## config.mk

```make
export PLATFORM = sky130hd
export DESIGN_NAME = uop_seq_expander
export DESIGN_NICKNAME = d
export VERILOG_FILES = /design/src/rtl/len_table_pkg.sv /design/src/rtl/uop_pkg.sv /design/src/rtl/uop_lut_rd.sv /design/src/rtl/uop_seq_expander.sv
export SDC_FILE = /design/constraint.sdc
export NUM_CORES = 1
export LEC_CHECK = 0
export ABC_AREA = 1
export BUFFER_PORTS_ARGS = -buffer_cell sky130_fd_sc_hd__buf_2
export CORE_MARGIN = 4
export CORE_UTILIZATION = 24
export CTS_BUF_LIST = sky130_fd_sc_hd__clkbuf_4 sky130_fd_sc_hd__clkbuf_8
export CTS_CLUSTER_DIAMETER = 120
export CTS_CLUSTER_SIZE = 12
export DETAILED_ROUTE_END_ITERATION = 8
export HOLD_SLACK_MARGIN = 0.06
export PLACE_DENSITY = 0.4
export SYNTH_ARGS = -nofsm -noshare
export SYNTH_HDL_FRONTEND = slang
export SYNTH_HIERARCHICAL = 1
export SYNTH_SLANG_ARGS = --single-unit
```

## constraint.sdc

```tcl
create_clock -name clk -period 3.7 [get_ports clk]
set_input_delay 0.925 -clock clk [delete_from_list [all_inputs] [get_ports clk]]
set_output_delay 0.925 -clock clk [all_outputs]
set_load 0.1 [all_outputs]
```

## src/rtl/len_table_pkg.sv

```systemverilog
// Shared fused-case tables: opcode set, per-case sequence length and the
// per-slot opcode, immediate, use-immediate and register-boundary (FF) data.
// Slots at or beyond a case's length are OP_NOP padding.
package len_table_pkg;

   typedef enum logic [2:0] {
      OP_NOP = 3'd0,
      OP_ADD = 3'd1,
      OP_SUB = 3'd2,
      OP_AND = 3'd3,
      OP_SAR = 3'd4
   } op_t;

   localparam int N_CASE  = 4;
   localparam int MAX_LEN = 4;
   localparam int LEN_W   = $clog2(MAX_LEN + 1);

   localparam logic [LEN_W-1:0] LEN_LUT [N_CASE] = '{
      LEN_W'(2), LEN_W'(2), LEN_W'(2), LEN_W'(3)
   };

   localparam op_t OP_LUT [N_CASE][MAX_LEN] = '{
      '{OP_AND, OP_AND, OP_NOP, OP_NOP},
      '{OP_ADD, OP_ADD, OP_NOP, OP_NOP},
      '{OP_SUB, OP_SAR, OP_NOP, OP_NOP},
      '{OP_ADD, OP_ADD, OP_ADD, OP_NOP}
   };

   localparam logic [31:0] IMM_LUT [N_CASE][MAX_LEN] = '{
      '{32'h0000_00FF, 32'h0000_0F00, 32'h0000_0000, 32'h0000_0000},
      '{32'h0000_0001, 32'h0000_0002, 32'h0000_0000, 32'h0000_0000},
      '{32'h0000_0000, 32'h0000_0005, 32'h0000_0000, 32'h0000_0000},
      '{32'h0000_0010, 32'h0000_0020, 32'h0000_0030, 32'h0000_0000}
   };

   // Bit i of each mask belongs to slot i of the case.
   localparam logic [MAX_LEN-1:0] USE_IMM_LUT [N_CASE] = '{
      4'b0011, 4'b0010, 4'b0010, 4'b0111
   };

   localparam logic [MAX_LEN-1:0] FF_MASK_LUT [N_CASE] = '{
      4'b0001, 4'b0010, 4'b0011, 4'b0000
   };

endpackage

```

## src/rtl/uop_pkg.sv

```systemverilog
// Micro-op stream types: the registered output beat and the expander states.
package uop_pkg;

   import len_table_pkg::*;

   localparam int UOP_IDX_W = ($clog2(MAX_LEN) < 1) ? 1 : $clog2(MAX_LEN);
   localparam int UOP_TAG_W = 4;

   typedef struct packed {
      op_t                  op;
      logic [31:0]          imm;
      logic                 use_imm;
      logic                 ff;
      logic [UOP_IDX_W-1:0] idx;
      logic                 first;
      logic                 last;
      logic [UOP_TAG_W-1:0] tag;
   } uop_beat_t;

   typedef enum logic {
      IDLE  = 1'b0,
      ISSUE = 1'b1
   } seq_state_e;

   // Value the output register takes on reset: all-zero payload, NOP opcode.
   function automatic uop_beat_t uop_beat_reset();
      uop_beat_t b;
      b         = '0;
      b.op      = OP_NOP;
      return b;
   endfunction

endpackage

```

## src/rtl/uop_lut_rd.sv

```systemverilog
// Combinational case-table lookup: (case, idx) -> slot payload plus the case
// length and whether the case ID names a defined case.
module uop_lut_rd #(
   parameter int N_CASE  = len_table_pkg::N_CASE,
   parameter int MAX_LEN = len_table_pkg::MAX_LEN,
   parameter int CASE_W  = 3,
   parameter int IDX_W   = ($clog2(MAX_LEN) < 1) ? 1 : $clog2(MAX_LEN)
) (
   input  logic [CASE_W-1:0]              rd_case,
   input  logic [IDX_W-1:0]               rd_idx,
   output len_table_pkg::op_t             rd_op,
   output logic [31:0]                    rd_imm,
   output logic                           rd_use_imm,
   output logic                           rd_ff,
   output logic [len_table_pkg::LEN_W-1:0] rd_len,
   output logic                           rd_in_range
);

   // Select the addressed slot by decoding case and index; unmatched IDs read as NOP/zero.
   always_comb begin
      rd_op       = len_table_pkg::OP_NOP;
      rd_imm      = 32'h0000_0000;
      rd_use_imm  = 1'b0;
      rd_ff       = 1'b0;
      rd_len      = {len_table_pkg::LEN_W{1'b0}};
      rd_in_range = ({1'b0, rd_case} < (CASE_W+1)'(N_CASE));
      for (int c = 0; c < N_CASE; c++) begin
         rd_len = (rd_case == CASE_W'(c)) ? len_table_pkg::LEN_LUT[c] : rd_len;
         for (int i = 0; i < MAX_LEN; i++) begin
            rd_op      = ((rd_case == CASE_W'(c)) && (rd_idx == IDX_W'(i)))
                         ? len_table_pkg::OP_LUT[c][i] : rd_op;
            rd_imm     = ((rd_case == CASE_W'(c)) && (rd_idx == IDX_W'(i)))
                         ? len_table_pkg::IMM_LUT[c][i] : rd_imm;
            rd_use_imm = ((rd_case == CASE_W'(c)) && (rd_idx == IDX_W'(i)))
                         ? len_table_pkg::USE_IMM_LUT[c][i] : rd_use_imm;
            rd_ff      = ((rd_case == CASE_W'(c)) && (rd_idx == IDX_W'(i)))
                         ? len_table_pkg::FF_MASK_LUT[c][i] : rd_ff;
         end
      end
   end

endmodule

```

## src/rtl/uop_seq_expander.sv

```systemverilog
// Expands an accepted fused-case ID into its uop stream, one registered beat
// per handshake. The last beat of one case can hand straight over to beat 0 of
// the next request, so in_ready is combinational from out_ready.
module uop_seq_expander
   import uop_pkg::*;
#(
   parameter int N_CASE  = len_table_pkg::N_CASE,
   parameter int MAX_LEN = len_table_pkg::MAX_LEN,
   parameter int CASE_W  = 3,
   parameter int TAG_W   = 4,
   parameter int IDX_W   = ($clog2(MAX_LEN) < 1) ? 1 : $clog2(MAX_LEN)
) (
   input  logic               clk,
   input  logic               rst,
   input  logic               in_valid,
   output logic               in_ready,
   input  logic [CASE_W-1:0]  in_case,
   input  logic [TAG_W-1:0]   in_tag,
   output logic               out_valid,
   input  logic               out_ready,
   output len_table_pkg::op_t out_op,
   output logic [31:0]        out_imm,
   output logic               out_use_imm,
   output logic               out_ff,
   output logic [IDX_W-1:0]   out_idx,
   output logic               out_first,
   output logic               out_last,
   output logic [TAG_W-1:0]   out_tag,
   output logic               err_bad_case
);

   localparam int LEN_W = len_table_pkg::LEN_W;

   seq_state_e               state_r;
   seq_state_e               next_state_s;
   uop_beat_t                beat_r;
   logic [CASE_W-1:0]        case_r;
   logic                     err_r;

   logic                     accept_s;
   logic                     good_req_s;
   logic                     load_new_s;
   logic                     load_next_s;
   logic [CASE_W-1:0]        rd_case_s;
   logic [IDX_W-1:0]         rd_idx_s;
   logic                     rd_last_s;

   len_table_pkg::op_t       lut_op_s;
   logic [31:0]              lut_imm_s;
   logic                     lut_use_imm_s;
   logic                     lut_ff_s;
   logic [LEN_W-1:0]         lut_len_s;
   logic                     lut_in_range_s;

   // Idle, or the held beat is the last one and is leaving this cycle.
   assign in_ready = (state_r == IDLE) || (out_ready && beat_r.last);
   assign accept_s = in_valid && in_ready;

   // A new request reads its beat 0; otherwise read the slot after the held beat.
   assign rd_case_s = accept_s ? in_case : case_r;
   assign rd_idx_s  = accept_s ? IDX_W'(0) : (IDX_W'(beat_r.idx) + IDX_W'(1));

   uop_lut_rd #(
      .N_CASE  (N_CASE),
      .MAX_LEN (MAX_LEN),
      .CASE_W  (CASE_W),
      .IDX_W   (IDX_W)
   ) u_lut_rd (
      .rd_case     (rd_case_s),
      .rd_idx      (rd_idx_s),
      .rd_op       (lut_op_s),
      .rd_imm      (lut_imm_s),
      .rd_use_imm  (lut_use_imm_s),
      .rd_ff       (lut_ff_s),
      .rd_len      (lut_len_s),
      .rd_in_range (lut_in_range_s)
   );

   // A request only produces beats when it names a defined, non-empty case.
   assign good_req_s = accept_s && lut_in_range_s && (lut_len_s != LEN_W'(0));
   assign rd_last_s  = (LEN_W'(rd_idx_s) == (lut_len_s - LEN_W'(1)));

   // Next-state and load decisions; outputs hold whenever no handshake occurs.
   always_comb begin
      next_state_s = state_r;
      load_new_s   = 1'b0;
      load_next_s  = 1'b0;
      case (state_r)
         IDLE: begin
            if (good_req_s) begin
               next_state_s = ISSUE;
               load_new_s   = 1'b1;
            end else begin
               next_state_s = IDLE;
            end
         end
         ISSUE: begin
            if (out_ready) begin
               if (!beat_r.last) begin
                  next_state_s = ISSUE;
                  load_next_s  = 1'b1;
               end else if (good_req_s) begin
                  next_state_s = ISSUE;
                  load_new_s   = 1'b1;
               end else begin
                  next_state_s = IDLE;
               end
            end else begin
               next_state_s = ISSUE;
            end
         end
         default: begin
            next_state_s = IDLE;
         end
      endcase
   end

   // State register.
   always_ff @(posedge clk) begin
      if (rst) begin
         state_r <= IDLE;
      end else begin
         state_r <= next_state_s;
      end
   end

   // Output beat register and the case that owns it.
   always_ff @(posedge clk) begin
      if (rst) begin
         beat_r <= uop_beat_reset();
         case_r <= CASE_W'(0);
      end else if (load_new_s || load_next_s) begin
         beat_r.op      <= lut_op_s;
         beat_r.imm     <= lut_imm_s;
         beat_r.use_imm <= lut_use_imm_s;
         beat_r.ff      <= lut_ff_s;
         beat_r.idx     <= UOP_IDX_W'(rd_idx_s);
         beat_r.first   <= (rd_idx_s == IDX_W'(0));
         beat_r.last    <= rd_last_s;
         beat_r.tag     <= load_new_s ? UOP_TAG_W'(in_tag) : beat_r.tag;
         case_r         <= rd_case_s;
      end
   end

   // One-cycle error pulse for an accepted request that names no usable case.
   always_ff @(posedge clk) begin
      if (rst) begin
         err_r <= 1'b0;
      end else begin
         err_r <= accept_s && !good_req_s;
      end
   end

   assign out_valid    = (state_r == ISSUE);
   assign out_op       = beat_r.op;
   assign out_imm      = beat_r.imm;
   assign out_use_imm  = beat_r.use_imm;
   assign out_ff       = beat_r.ff;
   assign out_idx      = IDX_W'(beat_r.idx);
   assign out_first    = beat_r.first;
   assign out_last     = beat_r.last;
   assign out_tag      = TAG_W'(beat_r.tag);
   assign err_bad_case = err_r;

endmodule

```

==> reports/results.txt, run 1 <==
met2 routed WL: 2410 um
CP Data Arrival Time: 3.56 ns
GPL Wtd Cong: 0.717
maximum vdd drop: 0.232 mV
drt first pass iters: 4
diode count: 0
placed inst area: 2590 um2
max_slew headroom: 53.9%
Routed wire per std cell: 10.9 um
crit path capture type: register
area grow syn2layout: 14.3%
GR Util All Layers: 9.96%
most instantiated cells after synthesis: nor2_1 (79), dfxtp_1 (50), o21ai_0 (40)
FFs w/ async S/R, synth: 0%
crit start category: input pin
top_reg_cell synth: dfxtp_1
crit-path cells: buf_2 > nand2_2 > nand2_4 > nand2_1 > buf_4 > nand2_1 > o21ai_0 > inv_1 > inv_2 > nor2_4 > inv_1 > ha_1 > ha_1 > nor2_2 > nand3_4 > nand2_4 > inv_2 > nor2_1 > nor2_1
reg2reg path depth: 18
reg-to-reg startpoint: out_last
die height: 107 um
DR vias/cell: 3.93
worst hold start: out_tag[2]
Synth Cell Area: 2340 um2
met3 WL: 302 um
htree depth: 2
DR top layer: met4
Worst R2R End: out_op[0]
Clock Sinks: 50
status: complete, no violations
wl on met1: 2590 um
Worst-Skew Late Latency: 0.29 ns
post-CTS setup buffers: 0
post-synth top area share: 42.8%
initial DRC count: 94
nets: 378
dominant cell type by area after synthesis: dfxtp_1
CP Class: in -> reg
root buf cell: clkbuf_8
HP Class: reg -> reg
worst slew pin tran: 0.691 ns
max-cap violations: 0
Num CTS Buffers: 5
largest net degree at the start of global routing: 40
DRC: 0
via count: 1941
die area: 11400 um2
RSZ-0062 raised after global routing: false
hold path cells: 2
PortBufs: 58
Filler cells: 1058
fraction of final layout cells with drive strength greater than 1: 23.8%
global-route wire length before repair: 9160 um
Total Routed Length: 5380 um
initial antenna violation count: 0
area occupied by multi-input gates: 1000 um2
design area: 2670 um2
post-synth cell types: 27
Final setup viols: 0
EDFF count, synth: 0
Yosys reg bits: 50
Overflow after GRT: 0
Ys Warns: 6
Pwr per Cell Area: 766 nW/um2
clock skew: 0.00259 ns
Die W: 107 um
synthesized instance count: 317
fin. max-slew vios: 0
CP max FO: 39
DRT antenna net count: 0
final hold violations: 0
max incr delay on CP: 0.30 ns
Post-CTS Hold Buffers: 0
CTS tree: done
Fmax achieved: 297 MHz
fin crit period: 3.36 ns
Synth Area per Inst: 7.37 um2
leak pwr: 1.40 nW
Reg2Reg Setup Slack: 0.64 ns
post-cts repair resize count: 0
Hold Slack: 0.468 ns
Critical Path RT: 3.89 ns
most numerous cell in the Yosys netlist: nor2_1
top post-synthesis cells by area: dfxtp_1 (43%), nor2_1 (13%), buf_4 (8.7%), o21ai_0 (8.6%), nand2_1 (5.9%)
core box area: 9370 um2
number of global-route vias before repair: 1906
fin crit share: 90.9%
FP Rows: 35
Starting Density: 24.9%
Seq/Total Area, Yosys: 42.8%
Reg area: 1000 um2
Detail Placement HPWL: 3840 um
CTS clk-pin slew, worst paths: 0.09 ns
Slowest-stage cell, CP: inv_2
number of I/O pins: 59
Worst Hold End: out_tag[2]
Max clock buf depth: 2
worst max path at each step:
stage	from	endpoint	slack (ns)	cells after the start
2_1_floorplan	out_last	out_op[1]	0.10	20
3_3_place_gp	out_ready	out_op[0]	0.02	19
3_5_place_dp	out_ready	out_op[0]	-0.04	19
4_1_cts	out_ready	out_op[0]	0.29	19
5_1_grt	out_ready	out_op[0]	0.02	19
6_report	out_ready	out_op[0]	0.34	19
logic make-up after synthesis:
| logic type | count (synthesis) | synth area share, % |
|---|---|---|
| AO/OA/AOI/OAI | 57 | 12.3 |
| adder cells (fa/ha/maj) | 2 | 1.07 |
| buffers and inverters | 69 | 17.6 |
| flip-flops | 50 | 42.8 |
| other | 1 | 0.160 |
| AND/OR/NAND/NOR | 138 | 26.0 |
through the flow:
step                instances  utilization [%]  worst slack (ns)  setup TNS [ns]  power [W]
floorplan                 337                -             0.104               0    0.00164
detailed placement        487             27.6           -0.0367         -0.0686    0.00175
CTS                       494             28.5             0.288               0    0.00208
global placement          487             27.6            0.0168               0    0.00176
finish                    494             28.5             0.336               0    0.00205
global route              494             28.5            0.0160               0    0.00218
cell usage in the layout (no fill, tap or decap), types with 5 or more instances in the layout:
master	n
clkbuf_8	5
conb_1	21
o21ai_0	40
dfxtp_1	50
nor2_1	79
nand3_1	7
o21ai_1	6
nand2_1	37
buf_2	58
a21oi_1	10
inv_1	22
inv_2	6
worst max-delay path: cells and delay by family:
kind | cells | cell delay (ns)
compound gates | 1 | 0.10
fa+ha+maj | 2 | 0.37
simple gates | 10 | 1.29
buf+inv | 6 | 0.86
where the power goes:
| part | internal, W | leakage, nW | switching [W] |
|---|---|---|---|
| Combinational | 0.000165 | 0.940 | 0.000888 |
| Sequential | 0.000630 | 0.412 | 0.0000460 |
| Clock | 0.000145 | 0.0452 | 0.000173 |
| Total | 0.000940 | 1.40 | 0.00111 |
per-layer routing:
| layer | up-vias | global-route usage, % |
|---|---|---|
| met5 | - | 0 |
| met4 | 0 | 3.01 |
| met3 | 6 | 2.95 |
| met2 | 48 | 16.0 |
| met1 | 850 | 12.9 |
| li1 | 1037 | - |
final cells by class:
| type | instances | share of cell area, % |
|---|---|---|
| Inverter | 28 | 3.93 |
| Tap cell | 129 | 6.04 |
| Multi-Input combinational cell | 218 | 37.4 |
| Sequential cell | 50 | 37.5 |
| Timing Repair Buffer | 62 | 12.0 |
| Clock buffer | 7 | 3.14 |
flip-flops by register name (all words and copies together), names as in the netlist:
signal,cells
case_r,3
err_bad_case,1
out_ff,1
out_first,1
out_idx,2
out_imm,32
out_last,1
out_op,3
out_tag,4
out_use_imm,1
out_valid,1
No activity file was read; power rests on OpenSTA's default activity.
==> run 2: changes to the inputs <==
--- a/config.mk
+++ b/config.mk
@@ -15,6 +15,7 @@
 export DETAILED_ROUTE_END_ITERATION = 8
 export HOLD_SLACK_MARGIN = 0.06
 export PLACE_DENSITY = 0.4
+export RECOVER_POWER = 25
 export SYNTH_ARGS = -nofsm -noshare
 export SYNTH_HDL_FRONTEND = slang
 export SYNTH_HIERARCHICAL = 1
==> constraint.sdc (replaced) <==
create_clock -name clk -period 3.7 [get_ports clk]
set_input_delay 0.925 -clock clk [delete_from_list [all_inputs] [get_ports clk]]
set_output_delay 0.925 -clock clk [all_outputs]
set_load 0.05 [all_outputs]
==> run 2 against run 1 <==
Net effect: combinational power fell by 32%; highest routed layer unchanged; clock-buffer cell count did not move; largest power group unchanged; critical path type unchanged; worst hold slack improved by 0.0029 ns; power fell by 16%; register-to-register slack barely moved.
==> reports/results.txt, run 2 (synthesis results as in run 1) <==
fin. max-slew vios: 0
crit-path cells: buf_2 > nand2_2 > nand2_4 > nand2_1 > buf_4 > nand2_1 > o21ai_0 > inv_1 > inv_2 > nor2_4 > inv_1 > ha_1 > ha_1 > nor2_2 > nand3_4 > nand2_4 > inv_2 > nor2_1 > nor2_1
Clock Sinks: 50
largest net degree at the start of global routing: 40
fin crit share: 91.2%
Total Routed Length: 5390 um
htree depth: 2
reg-to-reg startpoint: out_last
setup TNS: 0 ns
post-CTS setup buffers: 0
Combinational Power Share: 41.9%
CP Data Arrival Time: 3.56 ns
worst hold start: out_tag[2]
Power, Total: 0.00171 W
RSZ-0062 raised after global routing: false
initial DRC count: 83
max-cap violations: 0
FP Rows: 35
Pwr per Cell Area: 648 nW/um2
Max clock buf depth: 2
Detail Placement HPWL: 3840 um
DR vias/cell: 3.95
die height: 107 um
Num CTS Buffers: 5
Fmax achieved: 296 MHz
Overflow after GRT: 0
area grow syn2layout: 13.0%
leak pwr: 1.30 nW
worst setup path start: out_ready
initial antenna violation count: 0
internal power of the cells: 0.000929 W
switching fraction of total power: 45.7%
placed inst area: 2590 um2
Final Util: 28.2%
Final setup viols: 0
DRT antenna net count: 0
fraction of final layout cells with drive strength greater than 1: 17.3%
clock skew: 0.00351 ns
crit path capture type: register
most common cell after layout, fill and taps aside: nor2_1
P_sw: 0.000783 W
most frequent cells in the layout: nor2_1 (79), dfxtp_1 (50), o21ai_0 (40)
CP max FO: 39
worst slew pin tran: 0.686 ns
Crit path max-delay family: simple AND/OR/NAND/NOR gates
Routed wire per std cell: 10.9 um
core box area: 9370 um2
max_slew headroom: 54.2%
via count: 1949
DRC: 0
die area: 11400 um2
max incr delay on CP: 0.30 ns
CTS tree: done
Reg power frac: 39.5%
final hold violations: 0
design area: 2640 um2
CTS clk-pin slew, worst paths: 0.09 ns
global-route wire length before repair: 9160 um
Clk pwr share: 18.6%
fin crit period: 3.37 ns
Starting Density: 24.9%
Slowest-stage cell, CP: inv_2
max reg flops: 32
GR Util All Layers: 9.96%
PortBufs: 58
HP Class: reg -> reg
Post-CTS Hold Buffers: 0
post-cts repair resize count: 0
number of global-route vias before repair: 1906
number of I/O pins: 59
Worst-Skew Late Latency: 0.29 ns
crit start category: input pin
maximum vdd drop: 0.201 mV
CP Class: in -> reg
worst path bufs/invs: 6
nets: 378
Die W: 107 um
status: complete, no violations
GPL Wtd Cong: 0.717
root buf cell: clkbuf_8
diode count: 0
drt first pass iters: 4
Critical Path RT: 3.89 ns
==> run 2: cell types whose count changed in the layout (fill, tap and decap cells not counted) <==
cell / delta
buf_2: -24
clkbuf_1: +24
==> run 2: path summary, 6_finish.rpt <==
kind                              endpoint  slack (ns)  depth (start not counted)
worst max register to register   out_op[0]        0.63                         18
worst min-delay path            out_tag[2]        0.47                          2
worst min register to register  out_tag[2]        0.47                          2
worst max-delay path             out_op[0]        0.33                         19
==> run 2: power by group through the flow <==
stage	Clock, W	Sequential (W)	Combinational [W]
floorplan	0	0.000979	0.000335
global placement	0	0.000691	0.000742
detailed placement	0	0.000689	0.000739
CTS	0.000339	0.000679	0.000742
global route	0.000363	0.000690	0.000795
finish	0.000318	0.000677	0.000717
==> run 2: final cells by class <==
cell class | count | area [um2]
clock buffers | 7 | 83.8
fillers | 1064 | 6730
inverters | 28 | 105
multi-input cells | 218 | 1000
flip-flops and latches | 50 | 1000
well taps | 129 | 161
repair buffers | 62 | 290
==> run 2: worst min-delay path, delay by kind of cell (launching register included) <==
family	cells	cell delay (ns)
flip-flops	1	0.32
AND/OR/NAND/NOR	1	0.06
AO/OA/AOI/OAI	1	0.05
==> run 2: routing by layer <==
metal  track usage (%)  vias up  wire (um)
met5                 0        -          0
met4              3.01        0         75
met3              2.95        6        299
met2              16.0       45       2450
met1              12.9      861       2570
li1                  -     1037          -
==> run 2: stage by stage <==
step | setup slack (ns) | hold slack [ns] | instances
CTS | 0.288 | 0.472 | 494
finish | 0.327 | 0.470 | 494
global placement | 0.0168 | 0.464 | 487
detailed placement | -0.0367 | 0.457 | 487
global route | 0.0160 | 0.496 | 494
floorplan | 0.389 | 0.501 | 337
==> run 3: changes to the inputs <==
--- a/config.mk
+++ b/config.mk
@@ -14,6 +14,7 @@
 export CTS_CLUSTER_SIZE = 12
 export DETAILED_ROUTE_END_ITERATION = 8
 export HOLD_SLACK_MARGIN = 0.06
+export MAX_ROUTING_LAYER = met4
 export PLACE_DENSITY = 0.4
 export RECOVER_POWER = 25
 export SYNTH_ARGS = -nofsm -noshare
==> run 3 against run 2 <==
Net effect: non-clock buffer count unchanged; worst hold slack improved by 0.00082 ns; via count grew 0.21%; clock-buffer cell count stayed put; core utilization unchanged; critical path depth did not move; sequential cell count unchanged; largest power group unchanged; highest routed layer unchanged.
==> reports/results.txt, run 3 (synthesis results as in run 1) <==
status: complete, no violations
diode count: 0
DRT antenna net count: 0
Final Util: 28.2%
most frequent cells in the layout: nor2_1 (79), dfxtp_1 (50), o21ai_0 (40)
FP Rows: 35
max-cap violations: 0
nets: 378
Worst Hold End: out_tag[3]
worst slew pin tran: 0.690 ns
fraction of final layout cells with drive strength greater than 1: 17.3%
Reg area: 1000 um2
CP Data Arrival Time: 3.56 ns
final hold violations: 0
crit start category: input pin
PortBufs: 58
Fmax achieved: 297 MHz
CP max FO: 39
htree depth: 2
Final setup viols: 0
initial DRC count: 81
Worst-Skew Late Latency: 0.30 ns
root buf cell: clkbuf_8
DRC: 0
Clock Sinks: 50
Num CTS Buffers: 5
fin. max-slew vios: 0
Detail Placement HPWL: 3840 um
Worst R2R End: out_op[0]
Slowest-stage cell, CP: inv_2
Critical Path RT: 3.89 ns
GR Util All Layers: 10.2%
HP Class: reg -> reg
crit-path cells: buf_2 > nand2_2 > nand2_4 > nand2_1 > buf_4 > nand2_1 > o21ai_0 > inv_1 > inv_2 > nor2_4 > inv_1 > ha_1 > ha_1 > nor2_2 > nand3_4 > nand2_4 > inv_2 > nor2_1 > nor2_1
most common cell after layout, fill and taps aside: nor2_1
area grow syn2layout: 13.0%
clock skew: 0.00416 ns
via count: 1953
Power, Total: 0.00171 W
CTS clk-pin slew, worst paths: 0.09 ns
drt first pass iters: 4
area occupied by multi-input gates: 1000 um2
global-route wire length before repair: 9170 um
CP Class: in -> reg
worst hold start: out_tag[3]
fin crit period: 3.37 ns
Overflow after GRT: 0
Starting Density: 24.9%
Total Routed Length: 5390 um
leak pwr: 1.30 nW
max_slew headroom: 54.0%
reg2reg path depth: 18
post-cts repair resize count: 0
core box area: 9370 um2
crit path capture type: register
fin crit share: 91.0%
Routed wire per std cell: 10.9 um
hold path cells: 2
GPL Wtd Cong: 0.725
die area: 11400 um2
CTS tree: done
Max clock buf depth: 2
Post-CTS Hold Buffers: 0
DR vias/cell: 3.95
post-CTS setup buffers: 0
die height: 107 um
reg-to-reg startpoint: out_last
max incr delay on CP: 0.30 ns
largest net degree at the start of global routing: 40
RSZ-0062 raised after global routing: false
number of global-route vias before repair: 1914
Die W: 107 um
number of I/O pins: 59
initial antenna violation count: 0
Pwr per Cell Area: 648 nW/um2
Reg2Reg Setup Slack: 0.63 ns
max reg flops: 32
Filler cells: 1064
maximum vdd drop: 0.202 mV
==> run 3: how the worst max path moves through the flow <==
stage                   start   endpoint  slack (ns)  cells past startpoint
finish              out_ready  out_op[0]        0.33                     19
global route        out_ready  out_op[0]        0.02                     19
CTS                 out_ready  out_op[0]        0.29                     19
detailed placement  out_ready  out_op[0]       -0.04                     19
global placement    out_ready  out_op[0]        0.02                     19
floorplan           out_ready  out_op[1]        0.39                     20
==> run 3: worst max-delay path, delay by kind of cell <==
kind,cells,cell delay [ns]
and+or+nand+nor,10,1.29
buffers and inverters,6,0.86
adders and majority gates,2,0.37
AOI/OAI and AO/OA,1,0.10
==> run 3: metal layers <==
layer  GRT usage (%)  vias up  wire length [um]
met5               -        -                 0
li1                -     1036                 -
met1            13.0      862              2560
met4            3.01        0                75
met3            2.95        6               309
met2            15.9       49              2440
==> run 3: per-stage QoR <==
stage               instance area, um2  setup slack, ns  instances  hold WS, ns  TNS [ns]
detailed placement                2590          -0.0367        487        0.457   -0.0686
floorplan                         2410            0.389        337        0.501         0
global route                      2640           0.0233        494        0.496         0
finish                            2640            0.334        494        0.471         0
CTS                               2670            0.288        494        0.472         0
global placement                  2590           0.0168        487        0.464         0
==> run 3: where the power goes <==
group | total, W | internal (W) | switching (W)
sequential | 0.000677 | 0.000630 | 0.0000468
combinational | 0.000717 | 0.000154 | 0.000563
clock | 0.000319 | 0.000145 | 0.000173
total | 0.00171 | 0.000929 | 0.000783
==> run 3: layout make-up <==
type,instances,area share [%]
Clock buffer,7,3.17
Inverter,28,3.98
Multi-Input combinational cell,218,37.8
Sequential cell,50,37.9
Tap cell,129,6.11
Timing Repair Buffer,62,11.0
